[src/rtl/iir_coeff_scheduler.sv]
// Double-buffered IIR coefficient store: writes land in a shadow bank, a commit
// arms a swap that happens on the next sample strobe, followed by a filter flush.
module iir_coeff_scheduler #(
  parameter int                     N            = 2,
  parameter int                     COEFF_WIDTH  = 16,
  parameter logic [COEFF_WIDTH-1:0] RESET_B0     = 16'h4000,
  parameter int                     FLUSH_CYCLES = 4,
  localparam int                    IDX_W        = $clog2(N+1)
) (
  input  logic                         clk,
  input  logic                         rst,
  input  logic                         wr_valid,
  output logic                         wr_ready,
  input  logic                         wr_sel,
  input  logic [IDX_W-1:0]             wr_idx,
  input  logic [COEFF_WIDTH-1:0]       wr_data,
  input  logic                         commit_valid,
  output logic                         commit_ready,
  input  logic                         sample_stb,
  output logic [COEFF_WIDTH*N-1:0]     packed_a_coeffs,
  output logic [COEFF_WIDTH*(N+1)-1:0] packed_b_coeffs,
  output logic                         filt_rst_n,
  output logic                         busy,
  output logic                         err_idx
);

  localparam logic [1:0] IDLE    = 2'd0;
  localparam logic [1:0] PENDING = 2'd1;
  localparam logic [1:0] FLUSH   = 2'd2;

  localparam int CNT_W = (FLUSH_CYCLES > 1) ? $clog2(FLUSH_CYCLES) : 1;

  logic [1:0]       state;
  logic [1:0]       state_nxt;
  logic [CNT_W-1:0] flush_cnt;
  logic             err_q;
  logic             filt_rst_n_q;
  logic             wr_acc;
  logic             commit_acc;
  logic             wr_ok;
  logic             swap;

  logic signed [COEFF_WIDTH-1:0] shadow_a_p0 [N];
  logic signed [COEFF_WIDTH-1:0] shadow_b_p0 [N+1];
  logic signed [COEFF_WIDTH-1:0] active_a_p1 [N];
  logic signed [COEFF_WIDTH-1:0] active_b_p1 [N+1];

  // The a bank has one entry fewer than the b bank.
  function automatic logic idx_in_range(input logic sel, input logic [IDX_W-1:0] idx);
    if (sel) return (idx <= IDX_W'(N));
    else     return (idx <  IDX_W'(N));
  endfunction

  assign wr_ready     = (state == IDLE);
  assign commit_ready = (state == IDLE);
  assign busy         = (state != IDLE);
  assign err_idx      = err_q;
  assign filt_rst_n   = filt_rst_n_q;

  assign wr_acc     = wr_valid && wr_ready;
  assign commit_acc = commit_valid && commit_ready;
  assign wr_ok      = idx_in_range(wr_sel, wr_idx);
  assign swap       = (state == PENDING) && sample_stb;

  always_comb begin
    state_nxt = state;
    case (state)
      IDLE:    if (commit_acc) state_nxt = PENDING;
      PENDING: if (sample_stb) state_nxt = FLUSH;
      FLUSH:   if (flush_cnt == '0) state_nxt = IDLE;
      default: state_nxt = IDLE;
    endcase
  end

  // Stage p0: shadow bank capture; stage p1: active bank swap and control.
  always_ff @(posedge clk) begin
    if (rst) begin
      state        <= IDLE;
      flush_cnt    <= '0;
      err_q        <= 1'b0;
      filt_rst_n_q <= 1'b0;
      for (int i = 0; i < N; i++) begin
        shadow_a_p0[i] <= '0;
        active_a_p1[i] <= '0;
      end
      for (int i = 0; i <= N; i++) begin
        shadow_b_p0[i] <= (i == 0) ? RESET_B0 : '0;
        active_b_p1[i] <= (i == 0) ? RESET_B0 : '0;
      end
    end else begin
      state        <= state_nxt;
      filt_rst_n_q <= (state_nxt != FLUSH);

      if (wr_acc) begin
        for (int i = 0; i < N; i++)
          if (!wr_sel && wr_idx == IDX_W'(i)) shadow_a_p0[i] <= wr_data;
        for (int i = 0; i <= N; i++)
          if (wr_sel && wr_idx == IDX_W'(i)) shadow_b_p0[i] <= wr_data;
      end

      // A bad write in the commit cycle wins over the commit's clear.
      if (wr_acc && !wr_ok)
        err_q <= 1'b1;
      else if (commit_acc)
        err_q <= 1'b0;

      if (swap) begin
        for (int i = 0; i < N; i++)  active_a_p1[i] <= shadow_a_p0[i];
        for (int i = 0; i <= N; i++) active_b_p1[i] <= shadow_b_p0[i];
        flush_cnt <= CNT_W'(FLUSH_CYCLES - 1);
      end else if (state == FLUSH && flush_cnt != '0) begin
        flush_cnt <= flush_cnt - CNT_W'(1);
      end
    end
  end

  always_comb begin
    packed_a_coeffs = '0;
    packed_b_coeffs = '0;
    for (int i = 0; i < N; i++)
      packed_a_coeffs[COEFF_WIDTH*i +: COEFF_WIDTH] = active_a_p1[i];
    for (int i = 0; i <= N; i++)
      packed_b_coeffs[COEFF_WIDTH*i +: COEFF_WIDTH] = active_b_p1[i];
  end

endmodule
[config.mk]
export PLATFORM = sky130hd
export DESIGN_NAME = iir_coeff_scheduler
export DESIGN_NICKNAME = d
export VERILOG_FILES = /design/src/rtl/iir_coeff_scheduler.sv
export SDC_FILE = /design/constraint.sdc
export NUM_CORES = 1
export LEC_CHECK = 0
export BUFFER_PORTS_ARGS = -buffer_cell sky130_fd_sc_hd__buf_2
export CORE_MARGIN = 2
export CORE_UTILIZATION = 49
export CTS_CLUSTER_SIZE = 10
export DETAILED_ROUTE_END_ITERATION = 10
export GPL_TIMING_DRIVEN = 0
export HOLD_SLACK_MARGIN = 0.1
export PLACE_DENSITY = 0.75
export SLEW_MARGIN = 20
export SYNTH_ARGS = -nofsm -noshare
export SYNTH_HDL_FRONTEND = slang
export SYNTH_SLANG_ARGS = --single-unit
[constraint.sdc]
create_clock -name clk -period 3.05 [get_ports clk]
set_input_delay 0.305 -clock clk [delete_from_list [all_inputs] [get_ports clk]]
set_output_delay 0.305 -clock clk [all_outputs]
set_load 0.03 [all_outputs]
# Word level (Yosys, flattened, before mapping)

Memories as Yosys holds them, arrays and structs flattened.
Index checks and enable logic that the tools add are counted.

Divide/modulo/power cells: 0
Multiply operators: 0
$lt $le $gt $ge: 2
Equality and inequality tests: 5
Bitwise gates (word level): 10
Reductions and logical operators: 19
Add/sub/neg operators: 1
Mux-type cells: 44
Shift operators: 0

Operator list:

| kind                | number |
|---|---|
| $mux 16             | 10 |
| $mux 1              | 28 |
| $logic_and 1x1->1   | 10 |
| $mux 2              | 5 |
| $or 1x1->1          | 10 |
| $reduce_bool 2->1   | 4 |
| $logic_not 2->1     | 3 |
| $pmux 2 s3          | 1 |
| $eq 2x1->1 const B  | 2 |
| $eq 2x2->1 const B  | 2 |
| $le 2x2->1 const B  | 1 |
| $logic_not 1->1     | 2 |
| $lt 2x2->1 const B  | 1 |
| $ne 2x2->1 const B  | 1 |
| $sub 2x1->2 const B | 1 |

Memory bits (read-only): 0
Bits in latches: 0
Memories: 4
Input bits: 24
Word-level logic and storage cells: 89
RAM bits: 160
Bits in registers: 6

Memories:

| name        | depth | bits a word | read ports | clocked after Yosys merged registers in | write ports | line | text |
|---|---|---|---|---|---|---|---|
| active_b_p1 | 3     | 16          | 3          | 0                                       | 3           | 46   | `logic signed [COEFF_WIDTH-1:0] active_b_p1 [N+1];` |
| shadow_b_p0 | 3     | 16          | 3          | 0                                       | 3           | 44   | `logic signed [COEFF_WIDTH-1:0] shadow_b_p0 [N+1];` |
| active_a_p1 | 2     | 16          | 2          | 0                                       | 2           | 45   | `logic signed [COEFF_WIDTH-1:0] active_a_p1 [N];` |
| shadow_a_p0 | 2     | 16          | 2          | 0                                       | 2           | 43   | `logic signed [COEFF_WIDTH-1:0] shadow_a_p0 [N];` |

# Longest topological paths before layout

Gate-level depths: netlist (run 1).

Depth after elaboration: 7
Depth in mapped cells: 6

# Worst setup path after synthesis (run 1)

No wires, ideal clock.

Path kind: flip-flop to flip-flop
Start: reg state[0]
End: mem active_a_p1[0][0] (enable)
Stages on the path, launching flop included: 4
Slack: 0.094 ns
Data required time: 2.598 ns
Data arrival time: 2.504 ns
Path through: dfxtp_1 > buf_2 > nand3b_1 > nand2b_1

RTL lines:

| element                | line | text |
|---|---|---|
| start, declared        | 33   | `logic [1:0] state;` |
| start signal, assigned | 91   | `state <= state_nxt;` |
| end, declared          | 45   |  |

==> run summary, run 1 <==
Outcome
- **result of the run** finished, final reports clean

CTS
- **H-tree depth reported by CTS** 4
- **Root Driver** sky130_fd_sc_hd__clkbuf_16
- **number of buffers added to fix hold violations after cts** 0
- **clock latency on the worst-skew pair** 420 ps
- **TritonCTS Buffers** 17
- **Max Root-Sink Buffers** 2
- **# Post-CTS Setup Buffers** 0
- **number of resized instances in the post-cts repair step** 0
- **clock slew at reported path FFs** 60 ps
- **CTS tree** done
- **clk sink count** 166

Pwr
- **Tot Pwr** 4960 uW
- **Max rail drop VDD** 0.000297 V
- **power density of the placed cells** 681 nW/um^2
- **Leakage Power** 0.00295 uW

Yosys
- **area share of the largest cell type after synthesis** 80.4%
- **part of the Yosys area used for sequential elements** 82.4%
- **Seq cells post-synth** 166
- **average footprint of a synthesized cell** 18.0 um^2
- **Post-synth top flop** sky130_fd_sc_hd__edfxtp_1
- **Distinct cells, synth** 30
- **Post-synth EDFFs** 160
- **Cell Area, Synth** 5980 um^2
- **top area cells in the synthesized netlist** sky130_fd_sc_hd__edfxtp_1 (80%), sky130_fd_sc_hd__and2_1 (12%), sky130_fd_sc_hd__dfxtp_1 (2.0%)
- **share of synthesized registers carrying an async set or reset** 0%
- **top cell type by total area after synthesis** sky130_fd_sc_hd__edfxtp_1
- **post-synthesis net count** 357
- **synthesis warning total** 0
- **Mapped Cells** 332

Placement
- **Port Buf Inserts** 108
- **post-placement cell area** 6740 um^2
- **routability congestion estimate from global placement** 0.803
- **HPWL Detailed** 7160 um
- **worst setup timing slack at the placement stage** 989 ps

Worst setup path
- **Critical Path Sink Type** flop
- **Critical Path AT** 2100 ps
- **element type at the critical path start** flop
- **largest stage delay on the critical path** 620 ps
- **required time of the critical path** 3090 ps
- **worst path bufs/invs** 0
- **critical setup path kind** flop to flop
- **Cell Chain, Critical Path** or4b_4, nor2_1, a21o_1
- **cell family contributing the most delay on the critical path** simple AND/OR/NAND/NOR gates
- **highest-delay cell along the critical path** sky130_fd_sc_hd__a21o_1
- **maximum fanout count along the critical path** 16

Global routing
- **vias in the first global route** 2971
- **GRT Util Overall** 16.9%
- **final global-route overflow total** 0
- **global-route wire length before repair** 15700 um
- **initial antenna violation count** 1
- **largest net degree at the start of global routing** 63

Cells and area
- **Non-Filler Cell Area, Final** 7280 um^2
- **fill cell count** 867
- **sequential cell area** 4920 um^2
- **commonest non-fill, non-tap cells in the layout** sky130_fd_sc_hd__edfxtp_1 (160), sky130_fd_sc_hd__buf_2 (112), sky130_fd_sc_hd__and2_1 (111)
- **layout overhead on the synthesized area** 21.8%
- **proportion of layout cells with a drive suffix above 1** 31.5%
- **area used by multi-input combinational logic** 982 um^2
- **most common library cell in the layout ignoring fill and taps** sky130_fd_sc_hd__edfxtp_1
- **number of nets at the end of the flow** 485

Route
- **vias post-DR** 3030
- **Detailed Routing Iterations Pass 1** 4
- **highest routed metal layer** met4
- **M1 WL** 4530 um
- **post-route antenna net violation count** 0
- **WL per Instance** 17.0 um
- **DRC Markers** 0
- **drt via density** 4.88
- **Detailed Route Iter0 Violations** 284
- **metal2 WL** 5250 um
- **routed wire length** 10600 um
- **Met3 Wirelength** 720 um

STA
- **final max-slew violation count** 0
- **Fmax** 486 MHz
- **actual transition at the worst max-transition pin** 800 ps
- **smallest setup slack after layout** 991 ps
- **unrepaired setup endpoints after global routing** no
- **Setup-failing EPs final** 0
- **relative slew slack** 46.7%
- **final hold slack** 186 ps
- **final critical path time including I/O delays and setup** 2060 ps
- **share of the clock period used by the worst path** 67.5%
- **endpoints failing hold** 0
- **worst clock skew on the final layout** 16.8 ps

Floorplan
- **row cnt** 40
- **I/O pin total** 109
- **Die Area** 13100 um^2
- **horizontal die dimension** 114 um
- **Die Y** 114 um
- **core area** 12000 um^2
- **Initial Utilization** 50.0%

Worst hold path
- **worst hold-check path type** input port to flop

Job
- **Maximum Capacitance Violations** 0

-- per-stage QoR --
step / setup TNS [ps] / cells / utilization [%]
floorplan: 0 / 332 / -
global placement: -45280 / 587 / 56.0
detailed placement: 0 / 588 / 56.3
CTS: 0 / 620 / 60.8
global route: 0 / 620 / 60.8
finish: 0 / 621 / 60.8
-- layer usage --
layer,vias up,track usage [%]
li1,1451,-
met1,1462,21.4
met2,110,26.6
met3,7,6.30
met4,0,6.50
met5,-,0
-- report_power, final --
part           switching (uW)  internal, uW
Sequential               31.2          2630
Combinational             269          93.5
Clock                     819          1110
Total                    1120          3840
-- synthesized netlist by cell type (2+ instances only) --
library cell / n
sky130_fd_sc_hd__nor2_1: 4
sky130_fd_sc_hd__buf_2: 4
sky130_fd_sc_hd__nand2b_1: 3
sky130_fd_sc_hd__clkbuf_1: 7
sky130_fd_sc_hd__mux2i_1: 2
sky130_fd_sc_hd__edfxtp_1: 160
sky130_fd_sc_hd__a21oi_1: 3
sky130_fd_sc_hd__buf_4: 2
sky130_fd_sc_hd__a21o_1: 3
sky130_fd_sc_hd__nor3b_1: 3
sky130_fd_sc_hd__dfxtp_1: 6
sky130_fd_sc_hd__nor2_2: 2
sky130_fd_sc_hd__and2_1: 111
sky130_fd_sc_hd__inv_1: 4
sky130_fd_sc_hd__nor2b_1: 3
-- flip-flops by register name, summed over array words and instances, names as in the netlist --
signal       cells
active_b_p1     48
shadow_b_p0     48
active_a_p1     32
shadow_a_p0     32
flush_cnt        2
state            2
err_idx          1
filt_rst_n       1
-- final timing paths --
kind                            cells past startpoint  slack (ps)               start                 end
worst max register to register                      3         990            state[1]  shadow_a_p0[0][29]
worst min-delay path                                2         190                 rst          filt_rst_n
worst min register to register                      1         510  shadow_a_p0[0][22]  active_a_p1[0][22]
worst max-delay path                                3         990            state[1]  shadow_a_p0[0][29]
-- cell families (layout without fill, tap and decap cells) --
logic type,after synthesis,after routing,synth area share (%)
buf+inv,17,158,1.28
mux,2,2,0.335
compound gates,11,11,1.32
other cells,0,1,0
simple gates,135,135,14.4
fa+ha+maj,1,1,0.209
flops,166,166,82.4
-- cell type report --
cell class | count | share of cell area, %
diodes | 1 | 0.0344
plain buffers | 13 | 0.843
clock buffers | 19 | 5.95
clock inverters | 13 | 1.46
inverters | 4 | 0.206
multi-input cells | 149 | 13.5
flip-flops and latches | 166 | 67.7
well taps | 147 | 2.53
repair buffers | 109 | 7.81
Power figures use the tool's default switching activity.
==> inputs of run 2 (changes only) <==
--- a/config.mk
+++ b/config.mk
@@ -7,12 +7,12 @@
 export LEC_CHECK = 0
 export BUFFER_PORTS_ARGS = -buffer_cell sky130_fd_sc_hd__buf_2
 export CORE_MARGIN = 2
-export CORE_UTILIZATION = 49
+export CORE_UTILIZATION = 55
 export CTS_CLUSTER_SIZE = 10
 export DETAILED_ROUTE_END_ITERATION = 10
 export GPL_TIMING_DRIVEN = 0
 export HOLD_SLACK_MARGIN = 0.1
-export PLACE_DENSITY = 0.75
+export PLACE_DENSITY = 0.8
 export SLEW_MARGIN = 20
 export SYNTH_ARGS = -nofsm -noshare
 export SYNTH_HDL_FRONTEND = slang
==> constraint.sdc (replaced) <==
create_clock -name clk -period 2.15 [get_ports clk]
set_input_delay 0.215 -clock clk [delete_from_list [all_inputs] [get_ports clk]]
set_output_delay 0.215 -clock clk [all_outputs]
set_load 0.03 [all_outputs]
==> run 2 against run 1 <==
Clock power up 52%. Critical path depth unchanged. Clock skew decreased by 10 ps. Utilization rose by 9.3 points. Maximum frequency rose by 3.6%. Sequential cell count did not move. Count of clock-buffer cells in the layout decreased by 1. Sequential share of layout area decreased by 2.1 points. Largest power group unchanged. Worst setup slack got worse by 830 ps. Wire length decreased by 3.1%. Total power rose by 46%.
==> run summary, run 2 (synthesis gave the netlist of run 1 again) <==
Global routing
- **GRT Util Overall** 18.8%, +2.0 points
- **largest net degree at the start of global routing** 60, -4.8%
- **global-route wire length before repair** 15600 um, -0.70%
- **global-route met3 utilization** 5.42%, -0.87 points
- **initial antenna violation count** 0, -1
- **vias in the first global route** 3042, +2.4%
- **final global-route overflow total** 0, unchanged
- **busiest layer in global routing** met2
- **GRT met2 Usage** 31.2%, +4.6 points
- **met1 layer usage reported by global route** 23.6%, +2.3 points

Cells and area
- **commonest non-fill, non-tap cells in the layout** sky130_fd_sc_hd__edfxtp_1 (160), sky130_fd_sc_hd__buf_2 (112), sky130_fd_sc_hd__and2_1 (111)
- **proportion of layout cells with a drive suffix above 1** 30.6%, -0.89 points
- **layout overhead on the synthesized area** 25.6%
- **area used by multi-input combinational logic** 985 um^2, +0.25%
- **leading registers by flop count** active_b_p1: 48 flops, shadow_b_p0: 48 flops
- **most common library cell in the layout ignoring fill and taps** sky130_fd_sc_hd__edfxtp_1
- **number of diodes added for antenna fixing** 0, -1
- **sequential cell area** 4920 um^2, unchanged
- **Non-Filler Cell Area, Final** 7510 um^2, +3.2%
- **post-route core utilization** 70.2%, +9.3 points
- **fill cell count** 663, -24%
- **post-route non-filler standard cell count** 630, +1.4%
- **number of nets at the end of the flow** 505, +4.1%

Floorplan
- **core area** 10700 um^2, -11%
- **row cnt** 38, -5.0%
- **Initial Utilization** 55.9%, +5.9 points
- **I/O pin total** 109, unchanged
- **Die Y** 108 um, -5.4%
- **Die Area** 11700 um^2, -11%
- **horizontal die dimension** 108 um, -5.4%

Route
- **WL per Instance** 16.3 um, -4.5%
- **drt via density** 4.95, +1.4%
- **post-route antenna net violation count** 0, unchanged
- **DRC Markers** 0, unchanged
- **Detailed Route Iter0 Violations** 178, -37%
- **Detailed Routing Iterations Pass 1** 4, unchanged
- **routed wire length** 10300 um, -3.1%
- **vias post-DR** 3116, +2.8%

STA
- **Setup-failing EPs final** 0, unchanged
- **final critical path time including I/O delays and setup** 1990 ps, -70.9 ps
- **Fmax** 503 MHz, +3.6%
- **share of the clock period used by the worst path** 92.5%, +25 points
- **final hold slack** 244 ps, +58.4 ps
- **unrepaired setup endpoints after global routing** no
- **endpoints failing hold** 0, unchanged
- **actual transition at the worst max-transition pin** 783 ps, -17.3 ps
- **worst clock skew on the final layout** 6.41 ps, -10.4 ps
- **relative slew slack** 47.8%, +1.2 points
- **smallest setup slack after layout** 162 ps, -829 ps
- **final max-slew violation count** 0, unchanged

Placement
- **worst setup timing slack at the placement stage** 133 ps, -856 ps
- **number of placed instances, taps included** 581, -1.2%
- **HPWL Detailed** 6640 um, -7.3%
- **post-placement cell area** 6730 um^2, -0.13%
- **routability congestion estimate from global placement** 0.837, +4.3%
- **Port Buf Inserts** 108, unchanged

Worst hold path
- **destination of the worst hold path** shadow_b_p0[0][14]
- **startpoint of the worst hold path** wr_valid
- **worst hold-check path type** input port to flop
- **number of cells traversed by the worst hold path** 3, +1

Worst setup path
- **Critical Path AT** 2140 ps, +40 ps
- **depth of the worst register-to-register path** 3, unchanged
- **Worst R2R Setup Slack** 160 ps, -830 ps
- **worst reg2reg path endpoint** shadow_a_p0[0][25]
- **Critical Path Sink Type** flop
- **maximum fanout count along the critical path** 16, unchanged
- **critical register-to-register path startpoint** state[1]
- **required time of the critical path** 2300 ps, -790 ps
- **crit path launch** state[1]
- **critical setup path kind** flop to flop
- **element type at the critical path start** flop

Job
- **Maximum Capacitance Violations** 0, unchanged

Outcome
- **result of the run** finished, final reports clean

CTS
- **Root Driver** sky130_fd_sc_hd__clkbuf_8
- **H-tree depth reported by CTS** 4, unchanged
- **TritonCTS Buffers** 17, unchanged
- **clock latency on the worst-skew pair** 520 ps, +100 ps
- **# Post-CTS Setup Buffers** 0, unchanged
- **Max Root-Sink Buffers** 2, unchanged
- **clk sink count** 166, unchanged
- **clock slew at reported path FFs** 60 ps, about the same
- **CTS tree** done

Pwr
- **Leakage Power** 0.00306 uW, +3.7%
- **power density of the placed cells** 967 nW/um^2, +42%
- **Max rail drop VDD** 0.000498 V, +68%

-- run 2: area by class of cell --
| type | count | share of cell area, % |
|---|---|---|
| tap | 140 | 2.33 |
| multi-input combinational | 149 | 13.1 |
| sequential | 166 | 65.6 |
| timing repair buffer | 129 | 10.2 |
| clock buffer | 18 | 5.57 |
| inverter | 4 | 0.200 |
| clock inverter | 11 | 2.13 |
| buffer | 13 | 0.817 |
-- run 2: power breakdown --
part / internal, uW / switching (uW) / leakage, uW
Sequential: 3730 / 44.5 / 0.00171
Combinational: 157 / 382 / 0.00107
Clock: 1850 / 1090 / 0.000285
Total: 5740 / 1520 / 0.00306
-- run 2: worst max-delay path by stage --
stage	slack, ps	endpoint	depth (start not counted)
after floorplan	80	active_a_p1[0][0]	3
after global placement	-260	active_a_p1[0][11]	3
after detailed placement	130	shadow_b_p0[0][9]	3
after CTS	110	shadow_b_p0[0][7]	3
after global routing	20	active_a_p1[0][21]	6
final	160	shadow_a_p0[0][25]	3
-- run 2: critical path, stage by stage (launching register included) --
cell,delay [ps]
sky130_fd_sc_hd__dfxtp_1,370
sky130_fd_sc_hd__or4b_4,560
sky130_fd_sc_hd__nor2_1,100
sky130_fd_sc_hd__a21o_1,580
-- run 2: timing repair --
action	in CTS	in global routing
hold buffers	20	0
gates resized for setup	0	2
endpoints found under the setup margin	0	32
endpoints found under the hold margin	72	0
-- run 2: through the flow --
stage | total power (uW) | setup TNS [ps]
floorplan | 4170 | 0
global placement | 4330 | -20730
detailed placement | 4350 | 0
CTS | 7300 | 0
global route | 7480 | 0
finish | 7260 | 0
-- run 2: layer usage --
| layer | up-vias | routed length [um] |
|---|---|---|
| met3 | 8 | 614 |
| li1 | 1497 | - |
| met4 | 0 | 129 |
| met5 | - | 0 |
| met2 | 131 | 5340 |
| met1 | 1480 | 4160 |
==> inputs of run 3 (changes only) <==
--- a/config.mk
+++ b/config.mk
@@ -6,7 +6,7 @@
 export NUM_CORES = 1
 export LEC_CHECK = 0
 export BUFFER_PORTS_ARGS = -buffer_cell sky130_fd_sc_hd__buf_2
-export CORE_MARGIN = 2
+export CORE_MARGIN = 1
 export CORE_UTILIZATION = 55
 export CTS_CLUSTER_SIZE = 10
 export DETAILED_ROUTE_END_ITERATION = 10
==> run 3 against run 2 <==
Final cell count shrank 0.16%. Non-clock buffer count is the same. Design area shrank 0.83%. Register-to-register slack lost 50 ps. Largest power group unchanged.
==> run summary, run 3 (synthesis gave the netlist of run 1 again) <==
Outcome
- **result of the run** finished, final reports clean

Global routing
- **initial antenna violation count** 0, unchanged
- **global-route wire length before repair** 15400 um, -1.6%
- **final global-route overflow total** 0, unchanged
- **vias in the first global route** 2962, -2.6%
- **GRT Util Overall** 19.5%, +0.67 points
- **largest net degree at the start of global routing** 57, -5.0%

Placement
- **routability congestion estimate from global placement** 0.824, -1.6%
- **HPWL Detailed** 6700 um, +1.0%
- **post-placement cell area** 6720 um^2, about the same
- **Port Buf Inserts** 108, unchanged

Route
- **Detailed Routing Iterations Pass 1** 5, +1
- **post-route antenna net violation count** 0, unchanged
- **drt via density** 5.04, +2.0%
- **routed wire length** 10300 um, about the same
- **WL per Instance** 16.3 um, +0.22%
- **vias post-DR** 3173, +1.8%
- **Detailed Route Iter0 Violations** 185, +3.9%
- **DRC Markers** 0, unchanged

Cells and area
- **most common library cell in the layout ignoring fill and taps** sky130_fd_sc_hd__edfxtp_1
- **number of diodes added for antenna fixing** 0, unchanged
- **commonest non-fill, non-tap cells in the layout** sky130_fd_sc_hd__edfxtp_1 (160), sky130_fd_sc_hd__buf_2 (112), sky130_fd_sc_hd__and2_1 (111)
- **leading registers by flop count** active_b_p1: 48 flops, shadow_b_p0: 48 flops
- **number of nets at the end of the flow** 505, unchanged
- **proportion of layout cells with a drive suffix above 1** 31.2%, +0.63 points
- **fill cell count** 670, +1.1%
- **Non-Filler Cell Area, Final** 7440 um^2, -0.83%
- **layout overhead on the synthesized area** 24.6%

CTS
- **clk sink count** 166, unchanged
- **Max Root-Sink Buffers** 2, unchanged
- **# Post-CTS Setup Buffers** 0, unchanged
- **TritonCTS Buffers** 17, unchanged
- **CTS tree** done
- **clock latency on the worst-skew pair** 530 ps, about the same
- **Root Driver** sky130_fd_sc_hd__clkbuf_8
- **H-tree depth reported by CTS** 4, unchanged
- **clock slew at reported path FFs** 70 ps, about the same

Floorplan
- **core area** 10400 um^2, -2.6%
- **Die Area** 11300 um^2, -3.7%
- **Die Y** 106 um, -1.8%
- **horizontal die dimension** 106 um, -1.8%
- **Initial Utilization** 57.4%, +1.5 points
- **I/O pin total** 109, unchanged
- **row cnt** 37, -2.6%

Worst hold path
- **worst hold-check path type** input port to flop

STA
- **final hold slack** 216 ps, -28.0 ps
- **endpoints failing hold** 0, unchanged
- **share of the clock period used by the worst path** 94.6%, +2.1 points
- **Fmax** 492 MHz, -2.2%
- **relative slew slack** 46.4%, -1.4 points
- **actual transition at the worst max-transition pin** 804 ps, +21.0 ps
- **Setup-failing EPs final** 0, unchanged
- **unrepaired setup endpoints after global routing** no
- **final max-slew violation count** 0, unchanged
- **worst clock skew on the final layout** 10.8 ps, +4.40 ps
- **final critical path time including I/O delays and setup** 2030 ps, +45.2 ps

Worst setup path
- **Critical Path AT** 2210 ps, +70 ps
- **critical setup path kind** flop to flop
- **required time of the critical path** 2320 ps, +20 ps
- **element type at the critical path start** flop
- **Critical Path Sink Type** flop
- **maximum fanout count along the critical path** 16, unchanged

Pwr
- **Max rail drop VDD** 0.000447 V, -10%
- **power density of the placed cells** 936 nW/um^2, -3.1%
- **Leakage Power** 0.00303 uW, -1.2%

Job
- **Maximum Capacitance Violations** 0, unchanged

run 3: cell types whose count changed in the layout (fill, tap and decap cells not counted):
| cell | delta |
|---|---|
| sky130_fd_sc_hd__bufinv_16 | -4 |
| sky130_fd_sc_hd__clkinv_4 | +1 |
| sky130_fd_sc_hd__clkinvlp_4 | +3 |
| sky130_fd_sc_hd__inv_6 | +4 |
| sky130_fd_sc_hd__clkinv_1 | -1 |
run 3: through the flow:
step	setup TNS, ps	power (uW)	worst slack, ps	cells	utilization, %
after floorplan	0	4170	78.7	332	-
after global placement	-23780	4330	-303	576	64.2
after detailed placement	0	4350	53.5	577	64.5
after CTS	0	6990	40.6	629	71.4
after global routing	0	7150	37.9	629	71.5
final	0	6970	116	629	71.5
run 3: final timing paths:
check | startpoint | endpoint | slack [ps] | cells past startpoint
setup / recovery | state[0] | shadow_b_p0[0][22] | 120 | 3
hold / removal | wr_valid | shadow_b_p0[0][14] | 220 | 3
setup reg to reg | state[0] | shadow_b_p0[0][22] | 120 | 3
hold reg to reg | shadow_b_p0[0][30] | active_b_p1[0][30] | 510 | 1
run 3: power by group:
group	internal, uW	total (uW)	switching [uW]
combinational	157	538	382
clock	1430	2660	1240
sequential	3730	3770	42.7
run 3: cell type report:
| type | count | area, um^2 | area share, % |
|---|---|---|---|
| Sequential cell | 166 | 4920 | 66.2 |
| Timing Repair Buffer | 129 | 768 | 10.3 |
| Tap cell | 136 | 170 | 2.29 |
| Clock buffer | 18 | 418 | 5.61 |
| Buffer | 13 | 61.3 | 0.824 |
| Multi-Input combinational cell | 149 | 985 | 13.2 |
| Inverter | 4 | 15.0 | 0.202 |
| Clock inverter | 14 | 103 | 1.38 |
run 3: repair_timing:
action | 4_1_cts | 5_1_grt
endpoints found under the hold margin | 75 | 0
resized for setup | 0 | 2
hold buffers | 20 | 0
setup endpoints to repair | 0 | 32
run 3: worst max-delay path, stage by stage, from the launching register on:
cell	delay, ps
sky130_fd_sc_hd__dfxtp_1	310
sky130_fd_sc_hd__buf_2	180
sky130_fd_sc_hd__nor4b_1	610
sky130_fd_sc_hd__a31o_2	560
run 3: metal layers:
layer	GRT usage [%]	wire length [um]	vias up
met5	0	0	-
met1	23.3	4140	1533
met3	7.11	730	17
met4	7.74	186	0
li1	-	-	1493
met2	32.2	5200	130
